==> src/rtl/cpu_types_pkg.sv <==
// Shared CPU types: instruction-cache FSM state and address-field widths.
// Consumed by icache_assoc (optional ICACHE_STATS_EN counters) and icache_lru.
package cpu_types_pkg;

   typedef enum logic {
      IDLE = 1'b0,
      FILL = 1'b1
   } icache_state_t;

   function automatic int ic_way_bits(int ways);
      return (ways > 1) ? $clog2(ways) : 1;
   endfunction

   // True word-offset width; zero for single-word blocks.
   function automatic int ic_off_bits(int words);
      return $clog2(words);
   endfunction

   function automatic int ic_cnt_bits(int words);
      return (words > 1) ? $clog2(words) : 1;
   endfunction

   function automatic int ic_idx_bits(int sets);
      return $clog2(sets);
   endfunction

   function automatic int ic_tag_bits(int sets, int words);
      return 30 - $clog2(sets) - $clog2(words);
   endfunction

endpackage

==> src/rtl/icache_assoc_if.sv <==
// Fetch-side and memory-side signals of the instruction cache.
interface icache_assoc_if;
   logic        imemREN;
   logic [31:0] imemaddr;
   logic        ihit;
   logic [31:0] imemload;
   logic        iflush;
   logic        iREN;
   logic [31:0] iaddr;
   logic        iwait;
   logic [31:0] iload;

   modport slave (
      input  imemREN, imemaddr, iflush, iwait, iload,
      output ihit, imemload, iREN, iaddr
   );

   modport master (
      output imemREN, imemaddr, iflush, iwait, iload,
      input  ihit, imemload, iREN, iaddr
   );
endinterface

==> src/rtl/icache_lru.sv <==
// True-LRU age array: one age per way per set, age WAYS-1 is the victim.
module icache_lru
   import cpu_types_pkg::*;
#(
   parameter int WAYS = 2,
   parameter int SETS = 8,
   localparam int WB = ic_way_bits(WAYS),
   localparam int IB = ic_idx_bits(SETS)
) (
   input  logic          CLK,
   input  logic          i_clr,
   input  logic          i_upd,
   input  logic [IB-1:0] i_set,
   input  logic [WB-1:0] i_way,
   input  logic [IB-1:0] i_vset,
   output logic [WB-1:0] o_victim
);

   if (WAYS == 1) begin : g_one
      wire w_unused = ^{CLK, i_clr, i_upd, i_set, i_way, i_vset};
      assign o_victim = '0;
   end else begin : g_age
      logic [WB-1:0] r_age [SETS][WAYS];

      always_ff @(posedge CLK) begin
         if (i_clr) begin
            for (int s = 0; s < SETS; s++)
               for (int w = 0; w < WAYS; w++)
                  r_age[s][w] <= WB'(w);
         end else if (i_upd) begin
            for (int w = 0; w < WAYS; w++) begin
               if (WB'(w) == i_way)
                  r_age[i_set][w] <= '0;
               else if (r_age[i_set][w] < r_age[i_set][i_way])
                  r_age[i_set][w] <= r_age[i_set][w] + 1'b1;
            end
         end
      end

      always_comb begin
         o_victim = '0;
         for (int w = 0; w < WAYS; w++)
            if (r_age[i_vset][w] == WB'(WAYS - 1))
               o_victim = WB'(w);
      end
   end

endmodule

==> src/rtl/icache_assoc.sv <==
// Set-associative I-cache with true-LRU, multi-word fill and flush.
// ICACHE_STATS_EN adds hit_count/miss_count outputs.
module icache_assoc
   import cpu_types_pkg::*;
#(
   parameter int WAYS  = 2,
   parameter int SETS  = 8,
   parameter int WORDS = 2
) (
   input logic            CLK,
   input logic            nRST,
   icache_assoc_if.slave  bus
`ifdef ICACHE_STATS_EN
   ,
   output logic [31:0]    hit_count,
   output logic [31:0]    miss_count
`endif
);

   localparam int WB = ic_way_bits(WAYS);
   localparam int OB = ic_off_bits(WORDS);
   localparam int CB = ic_cnt_bits(WORDS);
   localparam int IB = ic_idx_bits(SETS);
   localparam int TB = ic_tag_bits(SETS, WORDS);

   icache_state_t r_state;
   logic          r_iren;
   logic [31:0]   r_iaddr;
   logic [CB-1:0] r_cnt;
   logic [WB-1:0] r_victim;
   logic [IB-1:0] r_fidx;
   logic [TB-1:0] r_ftag;
   logic          r_valid [WAYS][SETS];
   logic [TB-1:0] r_tag   [WAYS][SETS];
   logic [31:0]   r_data  [WAYS][SETS][WORDS];

   logic [CB-1:0] w_woff;
   logic [IB-1:0] w_idx;
   logic [TB-1:0] w_tag;
   logic          w_match;
   logic [WB-1:0] w_hway;
   logic [WB-1:0] w_lru_victim;
   logic [WB-1:0] w_victim;
   logic          w_clr, w_ihit, w_miss, w_acc, w_last, w_done;

   wire w_unused = ^bus.imemaddr[1:0];

   if (WORDS > 1) begin : g_off
      assign w_woff = bus.imemaddr[2 +: CB];
   end else begin : g_noff
      assign w_woff = '0;
   end

   assign w_idx  = bus.imemaddr[2 + OB +: IB];
   assign w_tag  = bus.imemaddr[31 -: TB];
   assign w_clr  = !nRST || bus.iflush;
   assign w_acc  = (r_state == FILL) && !bus.iwait;
   assign w_last = w_acc && (r_cnt == CB'(WORDS - 1));
   assign w_done = w_last && !w_clr;
   assign w_miss = (r_state == IDLE) && bus.imemREN && !w_match;

   always_comb begin
      w_match = 1'b0;
      w_hway  = '0;
      for (int w = 0; w < WAYS; w++)
         if (r_valid[w][w_idx] && r_tag[w][w_idx] == w_tag) begin
            w_match = 1'b1;
            w_hway  = WB'(w);
         end
   end

   // Invalid ways are filled first, lowest number wins.
   always_comb begin
      w_victim = w_lru_victim;
      for (int w = WAYS - 1; w >= 0; w--)
         if (!r_valid[w][w_idx])
            w_victim = WB'(w);
   end

   assign w_ihit = (r_state == IDLE) && bus.imemREN
                && w_match && !bus.iflush;

   assign bus.ihit     = w_ihit;
   assign bus.imemload = w_ihit ? r_data[w_hway][w_idx][w_woff] : '0;
   assign bus.iREN     = r_iren;
   assign bus.iaddr    = r_iaddr;

   icache_lru #(
      .WAYS (WAYS),
      .SETS (SETS)
   ) u_lru (
      .CLK      (CLK),
      .i_clr    (w_clr),
      .i_upd    (w_ihit || w_done),
      .i_set    (w_ihit ? w_idx : r_fidx),
      .i_way    (w_ihit ? w_hway : r_victim),
      .i_vset   (w_idx),
      .o_victim (w_lru_victim)
   );

   always_ff @(posedge CLK) begin
      if (w_clr) begin
         r_state <= IDLE;
         r_iren  <= 1'b0;
         r_iaddr <= '0;
         r_cnt   <= '0;
      end else begin
         unique case (r_state)
            IDLE: if (w_miss) begin
               r_state  <= FILL;
               r_iren   <= 1'b1;
               r_iaddr  <= bus.imemaddr & ~32'(WORDS * 4 - 1);
               r_cnt    <= '0;
               r_victim <= w_victim;
               r_fidx   <= w_idx;
               r_ftag   <= w_tag;
            end
            FILL: if (w_acc) begin
               r_cnt   <= r_cnt + 1'b1;
               r_iaddr <= r_iaddr + 32'd4;
               if (w_last) begin
                  r_state <= IDLE;
                  r_iren  <= 1'b0;
                  r_iaddr <= '0;
                  r_cnt   <= '0;
               end
            end
            default: r_state <= IDLE;
         endcase
      end
   end

   always_ff @(posedge CLK) begin
      if (w_clr) begin
         for (int w = 0; w < WAYS; w++)
            for (int s = 0; s < SETS; s++)
               r_valid[w][s] <= 1'b0;
      end else if (w_done) begin
         r_valid[r_victim][r_fidx] <= 1'b1;
      end
   end

   always_ff @(posedge CLK) begin
      if (w_acc)
         r_data[r_victim][r_fidx][r_cnt] <= bus.iload;
      if (w_done)
         r_tag[r_victim][r_fidx] <= r_ftag;
   end

`ifdef ICACHE_STATS_EN
   always_ff @(posedge CLK) begin
      if (w_clr) begin
         hit_count  <= '0;
         miss_count <= '0;
      end else begin
         if (w_ihit)
            hit_count <= hit_count + 32'd1;
         if (w_miss)
            miss_count <= miss_count + 32'd1;
      end
   end
`endif

endmodule

==> src/flat_wrapper.sv <==
// flat-port wrapper written by rule: the top's interface ports become plain ports
module icache_assoc_flat import cpu_types_pkg::*;
#(
   parameter int WAYS  = 2,
   parameter int SETS  = 8,
   parameter int WORDS = 2
)
  (CLK, nRST, bus_imemREN, bus_imemaddr, bus_iflush, bus_iwait, bus_iload, bus_ihit, bus_imemload, bus_iREN, bus_iaddr);
  icache_assoc_if bus_i ();
  input logic CLK;
  input logic nRST;
  input wire logic [$bits(bus_i.imemREN)-1:0] bus_imemREN;
  input wire logic [$bits(bus_i.imemaddr)-1:0] bus_imemaddr;
  input wire logic [$bits(bus_i.iflush)-1:0] bus_iflush;
  input wire logic [$bits(bus_i.iwait)-1:0] bus_iwait;
  input wire logic [$bits(bus_i.iload)-1:0] bus_iload;
  output wire logic [$bits(bus_i.ihit)-1:0] bus_ihit;
  output wire logic [$bits(bus_i.imemload)-1:0] bus_imemload;
  output wire logic [$bits(bus_i.iREN)-1:0] bus_iREN;
  output wire logic [$bits(bus_i.iaddr)-1:0] bus_iaddr;
  assign bus_i.imemREN = bus_imemREN;
  assign bus_i.imemaddr = bus_imemaddr;
  assign bus_i.iflush = bus_iflush;
  assign bus_i.iwait = bus_iwait;
  assign bus_i.iload = bus_iload;
  assign bus_ihit = bus_i.ihit;
  assign bus_imemload = bus_i.imemload;
  assign bus_iREN = bus_i.iREN;
  assign bus_iaddr = bus_i.iaddr;
  icache_assoc #(.WAYS(WAYS), .SETS(SETS), .WORDS(WORDS)) u_core (.CLK(CLK), .nRST(nRST), .bus(bus_i));
endmodule
==> config.mk <==
export PLATFORM = sky130hd
export DESIGN_NAME = icache_assoc_flat
export DESIGN_NICKNAME = d
export VERILOG_FILES = /design/src/rtl/cpu_types_pkg.sv /design/src/rtl/icache_assoc_if.sv /design/src/rtl/icache_lru.sv /design/src/rtl/icache_assoc.sv /design/src/flat_wrapper.sv
export SDC_FILE = /design/constraint.sdc
export NUM_CORES = 2
export LEC_CHECK = 0
export BUFFER_PORTS_ARGS = -buffer_cell sky130_fd_sc_hd__buf_2
export CORE_ASPECT_RATIO = 1.75
export CORE_MARGIN = 3
export CORE_UTILIZATION = 38
export DETAILED_ROUTE_END_ITERATION = 12
export PLACE_DENSITY = 0.62
export SLEW_MARGIN = 20
export SYNTH_ARGS = -nofsm -noshare
export SYNTH_HDL_FRONTEND = slang
export SYNTH_HIERARCHICAL = 1
export SYNTH_SLANG_ARGS = --single-unit
==> constraint.sdc <==
create_clock -name CLK -period 6.15 [get_ports CLK]
set_input_delay 0.3075 -clock CLK [delete_from_list [all_inputs] [get_ports CLK]]
set_output_delay 0.3075 -clock CLK [all_outputs]
set_load 0.02 [all_outputs]
# Word level (Yosys, flattened, before mapping)
# Memory sizes are Yosys's and may differ from the RTL's.
# Index checks and enable logic that the tools add are counted.
[op_classes]
addsub = 4
magnitude_cmp = 9
eq_ne = 5
mux = 87
bitwise_logic = 9
n_reduce_logical = 23
[op_table]
columns = ["cell", "n"]
rows = [
  ["two-way mux 512 bit", 1],
  ["two-way mux 32 bit", 8],
  ["two-way mux 208 bit", 1],
  ["binary-select mux 64 bit (select 3 bit)", 1],
  ["demux 64 bit (select 3 bit)", 1],
  ["two-way mux 64 bit", 3],
  ["binary-select mux 26 bit (select 3 bit)", 2],
  ["two-way mux 26 bit", 5],
  ["demux 26 bit (select 3 bit)", 1],
  ["one-hot mux 32 bit (2 select lines)", 1],
  ["equality test 26 bit", 2],
  ["two-way mux 1 bit", 49],
  ["adder 32 x 3 -> 32 bit (second input constant)", 1],
  ["demux 32 bit (select 1 bit)", 1],
  ["two-way mux 8 bit", 3],
  ["logical AND 1 bit", 11],
  [">= comparator 4 bit (second input constant)", 2],
  ["inverter 3 -> 4 bit", 2],
  ["OR reduction 8 bit", 1],
  ["binary-select mux 1 bit (select 3 bit)", 2],
  [">= comparator 2 bit (second input constant)", 3],
  ["two-way mux 3 bit", 2],
  ["inverter 1 -> 2 bit", 3],
  ["one-hot mux 1 bit (2 select lines)", 3],
  ["other kinds (15)", 28],
]
[word_totals]
reg_bits = 65
mem_bits_rw = 1472
input_bits = 69
output_inout_bits = 66
memories = 4
[mem_list]
columns = ["name", "words", "word_bits", "rd", "rd_clocked_by_memory_dff", "write_ports", "line_no", "rtl"]
rows = [
  ["u_core.r_data", 2, 512, 1, 0, 1, "icache_assoc.sv:35", "logic [31:0] r_data [WAYS][SETS][WORDS];"],
  ["u_core.r_tag", 2, 208, 2, 0, 1, "icache_assoc.sv:34", "logic [TB-1:0] r_tag [WAYS][SETS];"],
  ["u_core.r_valid", 2, 8, 2, 0, 2, "icache_assoc.sv:33", "logic r_valid [WAYS][SETS];"],
  ["u_core.u_lru.g_age.r_age", 8, 2, 2, 0, 8, "icache_lru.sv:23", "logic [WB-1:0] r_age [SETS][WAYS];"],
]

# Longest topological paths before layout
[depth]
ltp_word = 24
depth_mapped = 23

# By module
# Netlist, hierarchy kept.
[by_module_without_submodules]
columns = ["module", "n_inst", "cells_each", "area_per_inst_um2", "seq_area_each_um2"]
rows = [
  ["icache_assoc", 1, 2983, 59653.5, 45283.4],
  ["icache_lru", 1, 106, 1146.1, 470.5],
]

# Worst setup path after synthesis
# No wires, ideal clock.
[synth_path]
path_kind = "in2reg"
startpoint = "input port bus_imemaddr[5]"
endpoint = "memory u_core/u_lru/g_age.r_age[6][0] (netlist name) (enable)"
t_arrival_ns = 4.435
required_ns = 5.901
setup_slack_ns = 1.466
cell_stages = 19
path_cell_list = "clkbuf_1 -> buf_2 -> buf_2 -> mux4_2 -> o21ai_1 -> xor2_1 -> or4b_2 -> nor3_1 -> nor4b_1 -> o21bai_1 -> o21ai_0 -> buf_6 -> mux2_4 -> nand3_2 -> o311ai_2 -> or2_1 -> buf_6 -> buf_6 -> a221o_1"
[synth_rtl]
columns = ["element", "line_no", "rtl"]
rows = [
  ["from (decl)", "flat_wrapper.sv:13", "input wire logic [$bits(bus_i.imemaddr)-1:0] bus_imemaddr;"],
  ["to (decl)", "icache_lru.sv:23", ""],
]

==> results.yml <==
outcome:
  status: "complete, no violations"
worst_setup_path:
  cp.depth: 13
  cp.required_ns: 5.84
  reg2regPathDepth: 13
  cpPeakStageDelay_ns: 0.64
  r2r_slack_ns: 0.86
  slowest_stage: "or4_4"
  cp_num_buf_inv: 3
  r2r-end: "u_core/u_lru/g_age.r_age[6][0]$_SDFFCE_PN1P_"
  crit_path_start_kind: "flop"
  crit_chain: "mux4_2 -> mux2i_1 -> xnor2_1 -> a2111oi_0 -> nand4_1 -> or4_4 -> a211oi_2 -> and2_2 -> buf_12 -> a22oi_1 -> o221ai_1 -> buf_4 -> buf_2"
  crit_arrival_ns: 5.37
  critPathKind: "reg2out"
  timing.rr.start: "u_core/r_tag[1][117]$_DFFE_PP_"
  critical-path-top-delay-family: "simple AND/OR/NAND/NOR gates"
  critPathCaptureType: "primary output"
  cp_max_fo: 6
synth:
  synth_ff_type: "edfxtp_1"
  syn_avg_cell_area_um2: 19.7
  synthesis.area_mm2: 0.0608
  yosys_warnings: 6
  synth.distinct_cells: 81
  synth-seq-cells: 1535
  ys_seq_area_share_pct: 75.3
  netlist_instances: 3089
  synth-edff-count: 1501
  synth-async-reset-ratio_pct: 0
global_routing:
  grt_pass1_vias: 32100
  grt_antenna_before_repair: 10
  grt_usage_pct: 18.9
  grt_start_max_net_pins: 121
  grt_pass1_wl_mm: 224
  grt_overflow_total: 0
clocking:
  path_clk_slew_ns: 0.06
  root_buffer: "clkbuf_16"
  clock_sinks: 1535
  cts_tree: "yes"
  htreeDepth: 4
  clk_path_buf_depth: 3
  postCtsSetupRepairBufs: 0
  clk_latency_ns: 0.78
  numCtsBuffers: 146
drt:
  avgViaCountPerCell: 5.67
  wire_per_inst_um: 28.1
  final_antenna_net_count: 0
  drc_errors: 0
  num_vias: 31400
  routed_wl_mm: 156
  drt_first_pass_iters: 5
  drt_iter0_markers: 3173
timing:
  rsz0062_at_grt: "false"
  fmax_mhz: 176
  timing.final.crit_share_pct: 92.4
  hold_viol_final: 0
  drv_slew: 0
  tightest_slew_ns: 1.14
  slew_headroom_pct: 24.1
  fin_skew_ns: 0.0290
  fin_tns_setup_ns: 0
  setup_violations: 0
  period_needed_ns: 5.68
floorplanning:
  rows: 193
  core_area_mm2: 0.158
  ios: 135
  die_width_um: 308
  start_util_pct: 38.4
  die-area_mm2: 0.165
  fp.dieH_um: 535
hold_path:
  hold_path_end: "u_core/r_data[1][25]$_DFFE_PP_"
  hold_start: "bus_iload[25]"
  min_delay_path_depth: 1
  hold_class: "in2reg"
flow_run:
  drv_cap: 0
final_layout:
  drive_gt1_share_pct: 24.3
  stdcell_count: 5541
  nets: 3449
  final_cell_mix: "1,501 x edfxtp_1, 304 x mux4_2, 151 x mux2i_1"
  layout_commonest_cell: "edfxtp_1"
  syn_to_final_growth_pct: 14.5
power:
  comb_power_share_pct: 4.0
  switching_share_pct: 20.8
  irDropWorstVdd_uv: 347
  seq_power_share_pct: 54.7
  power.internal_w: 0.0167
  p_sw_w: 0.00436
  powerDensity_mw_per_mm2: 302
  clkPwrFrac_pct: 41.3
  p_leak_nw: 22.2
placed_design:
  gp_congestion: 0.801
  dp_hpwl_mm: 91.0
  port-buffer-count: 130
  dp.cells: 5232
-- how the worst max path moves through the flow --
stage,from,endpoint,slack [ns]
final,u_core/r_tag[0][120]$_DFFE_PP_,bus_imemload[4],0.47
after global routing,u_core/r_tag[0][146]$_DFFE_PP_,bus_imemload[27],0.39
after CTS,u_core/r_tag[0][120]$_DFFE_PP_,bus_imemload[4],0.37
after detailed placement,bus_imemaddr[3],u_core/u_lru/g_age.r_age[6][0]$_SDFFCE_PN1P_,0.42
after global placement,bus_imemaddr[3],bus_imemload[4],0.56
after floorplan,bus_imemaddr[5],u_core/u_lru/g_age.r_age[6][0]$_SDFFCE_PN1P_,1.47
-- sequential cells by signal, summed over array words and instances, names as in the netlist --
name and cells:
u_core/r_victim 1, u_core/r_tag 416, u_core/bus.iaddr 30, u_core/r_cnt 1
u_core/r_state 1, u_core/u_lru/g_age.r_age 16, u_core/r_data 1024, u_core/bus.iREN 1
u_core/r_ftag 26, u_core/r_fidx 3, u_core/r_valid 16
-- synth_stat cells (all sizes together) (10+ instances only) --
cell type     n  area [um^2]
mux2i       152         1530
xor2         10         87.6
nor4         23          163
buf          86          777
nor2b        45          282
dfxtp        34          681
clkbuf       90          338
or3          12         75.1
o21ai        82          410
nand2       144          541
and2         10         65.1
nor2        126          475
xnor2        38          333
nand3        27          140
a21oi        74          374
inv          16         62.6
a22o         16          140
a22oi        39          293
edfxtp     1501        45100
mux4        308         6950
a21o         11         82.6
o211a        30          300
o221ai       32          280
nor3         50          265
a211oi       37          283
-- per-stage QoR --
step	setup slack [ns]	cell area (um^2)	hold WS, ns	power, W	utilization (%)
floorplan	1.47	60800	0.406	0.0122	-
global placement	0.556	64600	0.465	0.0125	40.8
detailed placement	0.420	64600	0.469	0.0125	40.8
CTS	0.368	69600	0.00610	0.0212	44.0
global route	0.391	69600	0.0657	0.0217	44.0
finish	0.468	69600	0.0638	0.0210	44.0
-- timing repair --
item	CTS	global route
hold endpoints to repair	488	0
hold buffers	46	0
gates resized for setup	0	0
-- cells by family after synthesis --
logic type	Yosys count	share of synthesized area [%]
AND/OR/NAND/NOR	478	3.81
AO/OA/AOI/OAI	369	4.25
buffers and inverters	194	1.95
XOR/XNOR	48	0.691
flip-flops	1535	75.3
multiplexers	463	14.0
other	1	0.00617
adder cells (fa/ha/maj)	1	0.0206
-- layout make-up --
cell class | count | area, um^2
flip-flops and latches | 1535 | 45800
repair buffers | 317 | 2490
well taps | 2047 | 2560
clock inverters | 72 | 681
multi-input cells | 1361 | 14200
inverters | 18 | 70.1
diodes | 3 | 7.51
clock buffers | 188 | 3870
fillers | 13500 | 88800
-- power groups by stage --
stage | combinational, W | sequential [W] | clock (W)
floorplan | 0.000471 | 0.0117 | 0
global placement | 0.000807 | 0.0117 | 0
detailed placement | 0.000818 | 0.0117 | 0
CTS | 0.000847 | 0.0115 | 0.00886
global route | 0.000895 | 0.0115 | 0.00926
finish | 0.000835 | 0.0115 | 0.00868
-- per-layer routing --
layer | wire length (um) | track usage (%) | vias to the layer above
met5 | 22 | 0 | -
met4 | 5650 | 7.31 | 4
met3 | 9020 | 2.84 | 290
met2 | 83000 | 33.9 | 1132
met1 | 58100 | 22.8 | 16700
li1 | - | - | 13300
(Power assumes the default switching activity.)
